$ cat src/rtl/display_scan.sv
// rtl/display_scan.sv - four-digit multiplexed seven-segment display scanner
//
// Dwells PRESCALE clk cycles on each digit, cycling thousands -> hundreds ->
// tens -> ones. s selects the digit one dwell ahead of the digit shown, so
// digit_in is already settled when it is captured on the tick edge.
//
// Optional feature: define BLANK_LEAD_ZERO_EN to blank leading zeros in the
// thousands and hundreds positions (seg_digit code 11).
//
// Ports:
//   clk        in   1  clock, rising edge
//   reset_n    in   1  asynchronous active-low reset
//   en         in   1  scan enable
//   digit_in   in   4  digit code from the external mux for the current s
//   s          out  3  digit select to the external mux (4,3,1,0)
//   seg_digit  out  4  digit code to the segment decoder, 11 = blank
//   an_n       out  4  active-low digit enables (bit3 thousands .. bit0 ones)
//   tick       out  1  one-cycle pulse at each dwell terminal count
module display_scan #(
    parameter int unsigned PRESCALE = 50000
) (
    input  logic       clk,
    input  logic       reset_n,
    input  logic       en,
    input  logic [3:0] digit_in,
    output logic [2:0] s,
    output logic [3:0] seg_digit,
    output logic [3:0] an_n,
    output logic       tick
);

    typedef enum logic [1:0] {
        THOUS,
        HUNDR,
        TENS,
        ONES
    } state_t;

    localparam logic [3:0]  BLANK = 4'd11;
    localparam logic [19:0] LAST  = 20'(PRESCALE - 1);

    logic [19:0] count;
    logic [19:0] count_nxt;
    state_t      state;
    state_t      state_nxt;
    logic [3:0]  seg_nxt;

`ifdef BLANK_LEAD_ZERO_EN
    logic lead_zero;
    logic lead_zero_nxt;
`endif

    function automatic logic [2:0] sel_code(input state_t st);
        case (st)
            THOUS:   sel_code = 3'd4;
            HUNDR:   sel_code = 3'd3;
            TENS:    sel_code = 3'd1;
            default: sel_code = 3'd0;
        endcase
    endfunction

    function automatic logic [3:0] an_code(input state_t st);
        case (st)
            THOUS:   an_code = 4'b0111;
            HUNDR:   an_code = 4'b1011;
            TENS:    an_code = 4'b1101;
            default: an_code = 4'b1110;
        endcase
    endfunction

    always_comb begin
        count_nxt = (count == LAST) ? 20'd0 : count + 20'd1;
    end

    always_comb begin
        case (state)
            THOUS:   state_nxt = HUNDR;
            HUNDR:   state_nxt = TENS;
            TENS:    state_nxt = ONES;
            default: state_nxt = THOUS;
        endcase
    end

    // Value captured into seg_digit at the next tick edge.
    always_comb begin
        seg_nxt = digit_in;
`ifdef BLANK_LEAD_ZERO_EN
        lead_zero_nxt = lead_zero;
        case (state)
            THOUS: begin
                if (digit_in == 4'd0) seg_nxt = BLANK;
                else                  lead_zero_nxt = 1'b0;
            end
            HUNDR: begin
                if (lead_zero && digit_in == 4'd0) seg_nxt = BLANK;
                else                               lead_zero_nxt = 1'b0;
            end
            ONES:    lead_zero_nxt = 1'b1;
            default: ;
        endcase
`endif
    end

    // tick is registered from the next count value so it is high exactly in
    // the cycle where count sits at its terminal value; the state machine
    // then advances on the edge that ends that cycle.
    always_ff @(posedge clk or negedge reset_n) begin
        if (!reset_n) begin
            count     <= 20'd0;
            tick      <= 1'b0;
            state     <= THOUS;
            s         <= 3'd4;
            an_n      <= 4'b1111;
            seg_digit <= BLANK;
`ifdef BLANK_LEAD_ZERO_EN
            lead_zero <= 1'b1;
`endif
        end else if (!en) begin
            count <= 20'd0;
            tick  <= 1'b0;
            an_n  <= 4'b1111;
        end else begin
            count <= count_nxt;
            tick  <= (count_nxt == LAST);
            if (tick) begin
                state     <= state_nxt;
                s         <= sel_code(state_nxt);
                seg_digit <= seg_nxt;
                an_n      <= an_code(state);
`ifdef BLANK_LEAD_ZERO_EN
                lead_zero <= lead_zero_nxt;
`endif
            end
        end
    end

endmodule

$ cat config.mk
export PLATFORM = sky130hd
export DESIGN_NAME = display_scan
export DESIGN_NICKNAME = d
export VERILOG_FILES = /design/src/rtl/display_scan.sv
export SDC_FILE = /design/constraint.sdc
export NUM_CORES = 1
export LEC_CHECK = 0
export ABC_CLOCK_PERIOD_IN_PS = 4600
export BUFFER_PORTS_ARGS = -buffer_cell sky130_fd_sc_hd__buf_2
export CAP_MARGIN = 20
export CORE_MARGIN = 2
export CORE_UTILIZATION = 60
export CTS_BUF_LIST = sky130_fd_sc_hd__clkbuf_16
export DETAILED_ROUTE_END_ITERATION = 12
export HOLD_SLACK_MARGIN = 0.12
export PLACE_DENSITY = 0.84
export SYNTH_ARGS = -nofsm -noshare
export SYNTH_HDL_FRONTEND = slang
export SYNTH_SLANG_ARGS = --single-unit
$ cat constraint.sdc
create_clock -name clk -period 4.6 [get_ports clk]
set_clock_uncertainty 0.05 [all_clocks]
set_input_delay 0 -clock clk [delete_from_list [all_inputs] [get_ports clk]]
set_output_delay 0 -clock clk [all_outputs]
set_load 0.01 [all_outputs]
==> impl_metrics.tcl, run 1 <==
set metrics [dict create \
    max_cap_violations 0 \
    p_per_area_nw_per_um2 333 \
    seqCellArea_um2 861 \
    nets 210 \
    yosys.cell_types.count 37 \
    critPathLaunchType "flip-flop" \
    period_share 0.519 \
    synth.top_cell.area_share 0.361 \
    end_kind "flip-flop" \
    slew_headroom 0.341 \
    initial_utilization 0.643 \
    totalWireLength_um 3820 \
    antenna_left 0 \
    coreArea_um2 2810 \
    setup_viol 0 \
    cts_sinks 34 \
    drc 1 \
    yosys.area.top_type "dfrtp_1" \
    drt_iter0_markers 155 \
    place_congestion 0.933 \
    synthTopCellsByArea "dfrtp_1 (36%), dfstp_2 (12%), xor2_1 (6.3%)" \
    syn-num-nets 186 \
    drv_slew 0 \
    grt_pass1_wl_um 6470 \
    critPathKind "reg -> reg" \
    row_count 19 \
    die_h_um 58.8 \
    cts_root_buf "clkbuf_16" \
    grt.overflow.total 0 \
    min_period_ns 2.39 \
    violations "design-rule violations" \
    hp-class "in -> async" \
    vdd_drop_max_mv 0.236 \
    crit_fanout 17 \
    track_usage 0.258 \
    syn-instance-count 171 \
    clock_path_buffers 2 \
    fin_util 0.758 \
    io_buffers 18 \
    outcome "finished with violations" \
    synth_seq_cells 34 \
    h-tree-depth 2 \
    p_leak_uw 0.000968 \
    grt_pass1_vias 1355 \
    clk_pin_slew_ns 0.06 \
    io_pins 19 \
    syn_area_um2 1800 \
    required_ns 4.71 \
    cts_tree "built" \
    fillCellCount 193 \
    numCtsBuffers 5 \
    tightest_slew_ns 0.985 \
    dpl.hpwl_um 2520 \
    rsz0062_at_grt "false" \
    diodes 0 \
    tns_ns 0 \
    insertion_delay_ns 0.28 \
    synth_seq_area_share 0.477 \
    die_w_um 58.8 \
    viasPerCell 5.93 \
    yosys_warnings 0 \
    finalHoldViolations 0 \
    firstDrtPassIters 8 \
    avgSynthCellArea_um2 10.5 \
    worst_ep_arrival_time_ns 2.50 \
    grt_max_degree 35 \
    vias 1345 \
    antenna_found_initial 0 \
    wl_per_cell_um 16.8 \
    area_delta_synth_final_pct 17.9 \
    multi_input_area_um2 896 \
    die-area_um2 3460 \
    drive_above_1_share 0.265 \
    fmax_mhz 419 \
]
[worst max-delay path: stages, from the launching register on]
cell and delay (ns):
dfrtp_1 0.45, ha_1 0.25, and3_2 0.23, nand4_1 0.14
o41ai_4 0.82, nor2_2 0.11, o211ai_1 0.14, nor4_2 0.08
[power by group]
| group | internal, uW | switching (uW) |
|---|---|---|
| clock | 253 | 127 |
| sequential | 302 | 3.54 |
| combinational | 8.31 | 13.8 |
[final timing paths]
check / start / endpoint / slack [ns] / cells past startpoint
min: reset_n / state[0]$_DFFE_PN0P_ / 0.26 / 2
max in group asynchronous: reset_n / count[12]$_DFF_PN0_ / 3.77 / 2
min in group clk: digit_in[3] / seg_digit[3]$_DFFE_PN1P_ / 0.43 / 3
max: count[0]$_DFF_PN0_ / tick$_DFF_PN0_ / 2.21 / 7
min reg2reg: s[0]$_DFFE_PN0P_ / s[0]$_DFFE_PN0P_ / 0.45 / 2
max reg2reg: count[0]$_DFF_PN0_ / tick$_DFF_PN0_ / 2.21 / 7
[Yosys cell counts]
cell type / instances
xnor2_1: 7
nor2_2: 2
nor2_1: 20
and2_1: 3
nor4_2: 2
nor4b_1: 1
nand3_2: 1
o211ai_1: 2
buf_2: 3
and3_1: 3
dfstp_2: 8
nand4b_1: 2
nor4_4: 1
and3_2: 1
mux2_2: 7
clkbuf_1: 3
nand4_2: 2
a31oi_1: 2
and4b_1: 1
o21ai_0: 7
nand4_1: 5
clkbuf_2: 1
or2_2: 1
ha_1: 8
nor2b_1: 1
nand3_1: 9
nor3_1: 4
o31ai_1: 1
nand2_1: 15
nand3b_1: 1
o41ai_4: 1
or3_1: 1
a211oi_1: 1
dfrtp_1: 26
xor2_1: 13
a21boi_0: 1
inv_1: 4
[area by class of cell]
cell class,instances,share of cell area
Inverter,4,0.00706
Tap cell,31,0.0182
Sequential cell,34,0.405
Clock buffer,5,0.0589
Timing Repair Buffer,24,0.0706
Multi-Input combinational cell,126,0.421
Clock inverter,3,0.0188
[timing repair]
item | CTS | global route
buffers inserted | 0 | 0
endpoints found under the hold margin | 37 | 0
hold buffers | 6 | 0
resized for setup | 0 | 0
[registers in the layout (all words and copies together) (netlist names)]
register	cells
state	2
seg_digit	4
s	3
count	20
an_n	4
tick	1
[routing by layer]
layer | share of wire | wire [um] | vias to the layer above | track usage
met1 | 0.44 | 1670 | 674 | 0.330
met2 | 0.51 | 1950 | 28 | 0.421
met5 | 0 | 0 | - | 0
met3 | 0.037 | 142 | 6 | 0.0681
met4 | 0.016 | 60 | 0 | 0.0909
li1 | - | - | 637 | -
[cell families after synthesis]
group | count (synthesis) | share of synthesized area
fa+ha+maj | 8 | 0.0555
xor+xnor | 20 | 0.0972
simple gates | 76 | 0.238
mux | 7 | 0.0437
buf+inv | 11 | 0.0257
compound gates | 15 | 0.0625
flops | 34 | 0.477
[metrics by stage]
stage	power [uW]	hold slack, ns	setup WS [ns]	area [um2]	cells
floorplan	317	-0.346	2.78	1800	171
global placement	327	0.0349	2.40	1900	213
detailed placement	328	0.0482	2.25	1900	213
CTS	705	0.291	2.24	2130	227
global route	725	0.351	1.98	2130	227
finish	707	0.264	2.21	2130	227
[layout by cell type, fill, tap and decap left out, types with 3 or more instances in the layout]
| cell type | Yosys | routed |
|---|---|---|
| nand3_1 | 9 | 9 |
| nor2_1 | 20 | 20 |
| clkbuf_16 | 0 | 5 |
| and2_1 | 3 | 3 |
| ha_1 | 8 | 8 |
| dfstp_2 | 8 | 8 |
| dfrtp_1 | 26 | 26 |
| dlygate4sd3_1 | 0 | 6 |
| xnor2_1 | 7 | 7 |
| inv_1 | 4 | 4 |
| xor2_1 | 13 | 13 |
| nand2_1 | 15 | 15 |
| buf_2 | 3 | 18 |
| nand4_1 | 5 | 5 |
| mux2_2 | 7 | 7 |
| o21ai_0 | 7 | 7 |
| and3_1 | 3 | 3 |
| nor3_1 | 4 | 4 |
No activity file was read; power rests on OpenSTA's default activity.
==> inputs of run 2 (changes only) <==
==> config.mk (replaced) <==
export PLATFORM = sky130hd
export DESIGN_NAME = display_scan
export DESIGN_NICKNAME = d
export VERILOG_FILES = /design/src/rtl/display_scan.sv
export SDC_FILE = /design/constraint.sdc
export NUM_CORES = 1
export LEC_CHECK = 0
export ABC_AREA = 1
export ABC_CLOCK_PERIOD_IN_PS = 2340
export BUFFER_PORTS_ARGS = -buffer_cell sky130_fd_sc_hd__buf_2
export CAP_MARGIN = 20
export CORE_MARGIN = 2
export CORE_UTILIZATION = 58
export CTS_BUF_LIST = sky130_fd_sc_hd__clkbuf_16
export DETAILED_ROUTE_END_ITERATION = 12
export HOLD_SLACK_MARGIN = 0.12
export PLACE_DENSITY = 0.82
export SYNTH_ARGS = -nofsm -noshare
export SYNTH_HDL_FRONTEND = slang
export SYNTH_SLANG_ARGS = --single-unit
==> constraint.sdc (replaced) <==
create_clock -name clk -period 2.34 [get_ports clk]
set_clock_uncertainty 0.05 [all_clocks]
set_input_delay 0 -clock clk [delete_from_list [all_inputs] [get_ports clk]]
set_output_delay 0 -clock clk [all_outputs]
set_load 0.01 [all_outputs]
==> run 2 against run 1 <==
The run now ends clean. Sequential cell count stayed put. Fmax is 28% higher. Non-clock buffer count is the same. Cell area is 5.1% higher. First-iteration DRC count fell by 21%. Sequential share of layout area decreased by 2.0 points. Clock power increased by 60%. Setup slack worse by 1.7 ns. Critical path depth up 4. Wire length up 11%. Via count is 26% higher. Critical path type unchanged. Largest power group unchanged. Highest routed layer unchanged.
==> impl_metrics.tcl, run 2 <==
set metrics [dict create \
    outcome "finished clean" \
    wl_per_cell_um 13.1 \
    synth_fa_ha_area_frac 0.0525 \
    vias 1698 \
    cts_setup_buffers 0 \
    rrSetupSlack_ns 0.47 \
    rsz0062_at_grt "false" \
    cp-endpoint "tick$_DFF_PN0_" \
    multi_input_area_um2 940 \
    yosys.cell_types.count 19 \
    tightest_slew_ns 0.736 \
    viasPerCell 5.22 \
    synth_compound_area_frac 0.0335 \
    synth_edf_count 0 \
    setup_viol 0 \
    synth_top_family_by_area "simple AND/OR/NAND/NOR gates" \
    fmax_mhz 535 \
    synth_simple_gate_area_frac 0.375 \
    reg_top3 "count (20), an_n (4), seg_digit (4)" \
    final_common_cell "nand2_1" \
    worst-path-stages 11 \
    synth_common_cells "nand2_1 (68), nor2_1 (49), dfrtp_1 (26)" \
    grt_pass1_wl_um 7090 \
    drt_iter0_markers 123 \
    track_usage 0.262 \
    largest_reg_flops 20 \
    instances_no_fill 325 \
    cpPeakStageDelay_ns 0.45 \
    fillCellCount 266 \
    cts_tree "built" \
    critPathKind "reg -> reg" \
    initial_utilization 0.619 \
    tns_ns 0 \
    insertion_delay_ns 0.27 \
    synth.top_cell.area_share 0.341 \
    required_ns 2.50 \
    clk_pin_slew_ns 0.05 \
    cts_sinks 34 \
    rr_endpoint "tick$_DFF_PN0_" \
    grt_max_degree 35 \
    cts_hold_buf 5 \
    seqCellArea_um2 861 \
    dpl.cell_count 312 \
    synth_seq_cells 34 \
    drc 0 \
    r2r_start "count[0]$_DFF_PN0_" \
    synth_xor_area_frac 0.0322 \
    vdd_drop_max_mv 0.452 \
    syn_area_um2 1910 \
    die_h_um 61.3 \
    totalWireLength_um 4250 \
    synthTopCellsByArea "dfrtp_1 (34%), nand2_1 (13%), dfstp_2 (11%)" \
    row_count 20 \
    end_kind "flip-flop" \
    p_leak_uw 0.00108 \
    nets 295 \
    grt_pass1_vias 1566 \
    clock_path_buffers 2 \
    p_total_uw 1250 \
    yosys_warnings 0 \
    antenna_found_initial 0 \
    synth_mux_area_frac 0 \
    ctsResizeCount 0 \
    syn-num-nets 267 \
    slew_headroom 0.509 \
    reg2reg_depth 11 \
    die_w_um 61.3 \
    p_per_area_nw_per_um2 558 \
    largest_register "count" \
    place_congestion 0.978 \
    fin_area_um2 2230 \
    synth_seq_area_share 0.452 \
    cts_root_buf "clkbuf_16" \
    final_cell_mix "nand2_1 (68), nor2_1 (49), inv_1 (26), dfrtp_1 (26), buf_2 (18)" \
    period_share 0.799 \
    dpl_worst_slack_ns 0.534 \
    crit_start "count[0]$_DFF_PN0_" \
    avgSynthCellArea_um2 7.56 \
    dpl.hpwl_um 3070 \
    io_pins 19 \
    grt.overflow.total 0 \
    fin_ws_ns 0.469 \
    drive_above_1_share 0.171 \
    numCtsBuffers 5 \
    hp-class "in -> reg" \
    firstDrtPassIters 4 \
    postPlaceCellArea_um2 2050 \
    io_buffers 18 \
    synth.most_common_cell "nand2_1" \
    crit_fanout 7 \
    yosys.area.top_type "dfrtp_1" \
    min_period_ns 1.87 \
    max_cap_violations 0 \
    diodes 0 \
    critical-path-top-delay-family "simple AND/OR/NAND/NOR gates" \
    cpMaxStageDelayCell "dfrtp_1" \
    syn-instance-count 252 \
    coreArea_um2 3080 \
    crit_chain "ha_1 > nand3_1 > nor2_2 > nand3_1 > nand2_1 > nand2_1 > nor2_1 > nand3_1 > nor2_1 > nand2_1 > nor2_2" \
    h-tree-depth 2 \
    finalHoldViolations 0 \
    drv_slew 0 \
    die-area_um2 3760 \
    cp_num_buf_inv 0 \
    async_flop_share 1.00 \
    area_delta_synth_final_pct 17.3 \
    critPathLaunchType "flip-flop" \
    ys.flop_type "dfrtp_1" \
    antenna_left 0 \
    worst_ep_arrival_time_ns 2.03 \
]
## run 2: cell count changes in the layout (fill, tap and decap cells not counted), sizes merged, moves of 4 or more
cell   delta
a21oi     +5
and3      -4
inv      +22
mux2      -7
nand2    +58
nand3     +7
nor2     +35
nor3      +6
xnor2     -7
xor2      -6
## run 2: metal layers
layer | wire length [um] | part of all wire | vias up | global-route usage
li1 | - | - | 845 | -
met1 | 1820 | 0.43 | 803 | 0.333
met2 | 2160 | 0.51 | 41 | 0.445
met3 | 188 | 0.044 | 9 | 0.0546
met4 | 78 | 0.018 | 0 | 0.0901
met5 | 0 | 0 | - | 0
## run 2: final cells by class
class,count,share of cell area
Clock inverter,3,0.00560
Tap cell,44,0.0246
Clock buffer,5,0.0560
Multi-Input combinational cell,190,0.420
Timing Repair Buffer,24,0.0661
Sequential cell,34,0.385
Inverter,25,0.0420
## run 2: kinds of logic (layout without fill, tap and decap cells)
kind of cell | Yosys count | after routing
buffers and inverters | 28 | 57
DFF | 34 | 34
AOI/OAI and AO/OA | 11 | 11
xor gates and xnor gates | 7 | 7
and+or+nand+nor | 164 | 164
adders and majority gates | 8 | 8
## run 2: worst min-delay path by stage
| stage | slack (ns) | end | startpoint | cells past startpoint |
|---|---|---|---|---|
| CTS | 0.13 | s[2]$_DFFE_PN1P_ | en | 5 |
| floorplan | -0.35 | count[0]$_DFF_PN0_ | reset_n | 0 |
| finish | 0.14 | s[2]$_DFFE_PN1P_ | en | 5 |
| detailed placement | 0.05 | s[1]$_DFFE_PN0P_ | reset_n | 1 |
| global placement | 0.05 | s[1]$_DFFE_PN0P_ | reset_n | 1 |
| global route | 0.16 | s[2]$_DFFE_PN1P_ | en | 5 |
## run 2: tightest hold or removal path, stage by stage
cell	delay, ns
buf_2	0.12
nand2_1	0.06
buf_4	0.17
nand2_1	0.06
nand2_1	0.05
## run 2: through the flow
| stage | hold slack (ns) | utilization |
|---|---|---|
| detailed placement | 0.0524 | 0.665 |
| finish | 0.137 | 0.726 |
| CTS | 0.129 | 0.726 |
| global route | 0.162 | 0.726 |
| floorplan | -0.346 | - |
| global placement | 0.0518 | 0.665 |
## run 2: power by group
| part | internal (uW) | switching (uW) |
|---|---|---|
| Combinational | 13.5 | 27.0 |
| Clock | 384 | 224 |
| Sequential | 594 | 5.15 |
| Total | 991 | 256 |
==> inputs of run 3 (changes only) <==
--- a/config.mk
+++ b/config.mk
@@ -6,7 +6,7 @@
 export NUM_CORES = 1
 export LEC_CHECK = 0
 export ABC_AREA = 1
-export ABC_CLOCK_PERIOD_IN_PS = 2340
+export ABC_CLOCK_PERIOD_IN_PS = 1800
 export BUFFER_PORTS_ARGS = -buffer_cell sky130_fd_sc_hd__buf_2
 export CAP_MARGIN = 20
 export CORE_MARGIN = 2
==> constraint.sdc (replaced) <==
create_clock -name clk -period 1.8 [get_ports clk]
set_clock_uncertainty 0.05 [all_clocks]
set_input_delay 0 -clock clk [delete_from_list [all_inputs] [get_ports clk]]
set_output_delay 0 -clock clk [all_outputs]
set_load 0.01 [all_outputs]
==> run 3 against run 2 <==
Core utilization up 2.1 points. Wire length up 0.59%. Final cell count up 0.92%. Non-clock buffer count up 3. Global-route usage down 0.24 points. Cell area up 2.9%. Critical path depth down 2. Total power up 32%. Die area unchanged. First-iteration DRC count up 5.7%. Sequential power up 30%. Largest power group unchanged. Via count up 3.5%.
==> impl_metrics.tcl, run 3 (synthesis results as in run 2) <==
set metrics [dict create \
    fin_ws_ns 0.148 \
    totalWireLength_um 4270 \
    min_period_ns 1.65 \
    tns_ns 0 \
    die-area_um2 3760 \
    reg_top3 "count (20), an_n (4), seg_digit (4)" \
    largest_register "count" \
    clock_path_buffers 2 \
    p_leak_uw 0.00110 \
    largest_reg_flops 20 \
    antenna_left 0 \
    diodes 0 \
    finalHoldViolations 0 \
    firstDrtPassIters 5 \
    p_sw_uw 343 \
    tightest_slew_ns 0.723 \
    grt_max_degree 35 \
    vdd_drop_max_mv 0.570 \
    p_per_area_nw_per_um2 716 \
    hp-class "in -> async" \
    cts_root_buf "clkbuf_16" \
    rsz0062_at_grt "false" \
    fmax_mhz 605 \
    critPathKind "reg -> reg" \
    dpl_worst_slack_ns 0.104 \
    seqPwrFrac 0.473 \
    end_kind "flip-flop" \
    track_usage 0.260 \
    required_ns 1.96 \
    setup_viol 0 \
    insertion_delay_ns 0.28 \
    outcome "finished clean" \
    crit_fanout 6 \
    cts_setup_buffers 0 \
    reg2reg_depth 9 \
    max_cap_violations 0 \
    cts_tree "built" \
    h-tree-depth 2 \
    critPathLaunchType "flip-flop" \
    die_h_um 61.3 \
    io_buffers 18 \
    viasPerCell 5.36 \
    p_clk_frac 0.487 \
    grt.overflow.total 0 \
    row_count 20 \
    p_int_uw 1300 \
    slew_headroom 0.518 \
    drive_above_1_share 0.194 \
    io_pins 19 \
    drv_slew 0 \
    grt_pass1_vias 1682 \
    final_common_cell "nand2_1" \
    antenna_found_initial 0 \
    drc 0 \
    worst_ep_arrival_time_ns 1.81 \
    vias 1757 \
    dpl.hpwl_um 3090 \
    wl_per_cell_um 13.0 \
    area_delta_synth_final_pct 20.6 \
    grt_pass1_wl_um 7040 \
    initial_utilization 0.619 \
    clk_pin_slew_ns 0.05 \
    final_cell_mix "nand2_1 (68), nor2_1 (48), inv_1 (26), dfrtp_1 (25), buf_2 (18)" \
    place_congestion 0.952 \
    coreArea_um2 3080 \
    die_w_um 61.3 \
    drt_iter0_markers 130 \
    period_share 0.918 \
    numCtsBuffers 5 \
    swShare 0.208 \
    nets 298 \
    fillCellCount 252 \
    cts_sinks 34 \
    pwr-share-comb 0.040 \
]
[run 3: worst paths after layout]
kind | from | to | slack, ns
worst max-delay path | count[0]$_DFF_PN0_ | tick$_DFF_PN0_ | 0.15
worst min-delay path | reset_n | s[1]$_DFFE_PN0P_ | 0.27
worst max register to register | count[0]$_DFF_PN0_ | tick$_DFF_PN0_ | 0.15
worst min register to register | seg_digit[0]$_DFFE_PN1P_ | seg_digit[0]$_DFFE_PN1P_ | 0.41
max in group asynchronous | reset_n | count[4]$_DFF_PN0_ | 0.92
min in group clk | digit_in[0] | seg_digit[0]$_DFFE_PN1P_ | 0.40
[run 3: worst max-delay path: stages (launching register included)]
cell      delay (ns)
dfrtp_1         0.39
buf_4           0.17
inv_1           0.07
nor2_4          0.19
nand3b_2        0.13
nor2_1          0.11
nand3_1         0.10
xor2_1          0.21
inv_1           0.08
nor2_2          0.10
[run 3: area by class of cell]
| type | count | area [um2] | share of cell area |
|---|---|---|---|
| multi-input cells | 190 | 972 | 0.423 |
| well taps | 44 | 55.1 | 0.0240 |
| flip-flops and latches | 34 | 862 | 0.375 |
| clock buffers | 5 | 125 | 0.0544 |
| clock inverters | 3 | 17.5 | 0.00762 |
| inverters | 25 | 93.8 | 0.0408 |
| repair buffers | 27 | 173 | 0.0751 |
[run 3: power by group through the flow]
stage	Clock (uW)	Sequential (uW)	Combinational (uW)
floorplan	0	789	19.1
global placement	0	788	51.1
detailed placement	0	788	50.9
CTS	808	776	62.6
global route	847	778	74.8
finish	801	778	65.6
[run 3: repair_timing]
item	4_1_cts	5_1_grt
resized for setup	0	7
endpoints found under the setup margin	0	1
hold endpoints to repair	31	0
hold buffers	6	0
[run 3: per-stage QoR]
step                hold WS, ns   util  power (uW)  instances  cell area [um2]
floorplan                -0.346      -         808        252             1910
global placement         0.0441  0.670         839        314             2060
detailed placement       0.0412  0.670         839        314             2060
CTS                       0.285  0.736        1650        328             2260
global route              0.349  0.747        1700        328             2300
finish                    0.271  0.747        1640        328             2300
[run 3: layer usage]
metal,track usage,share of wire
met5,0,0
met4,0.112,0.016
met3,0.0441,0.069
met2,0.456,0.50
met1,0.313,0.41
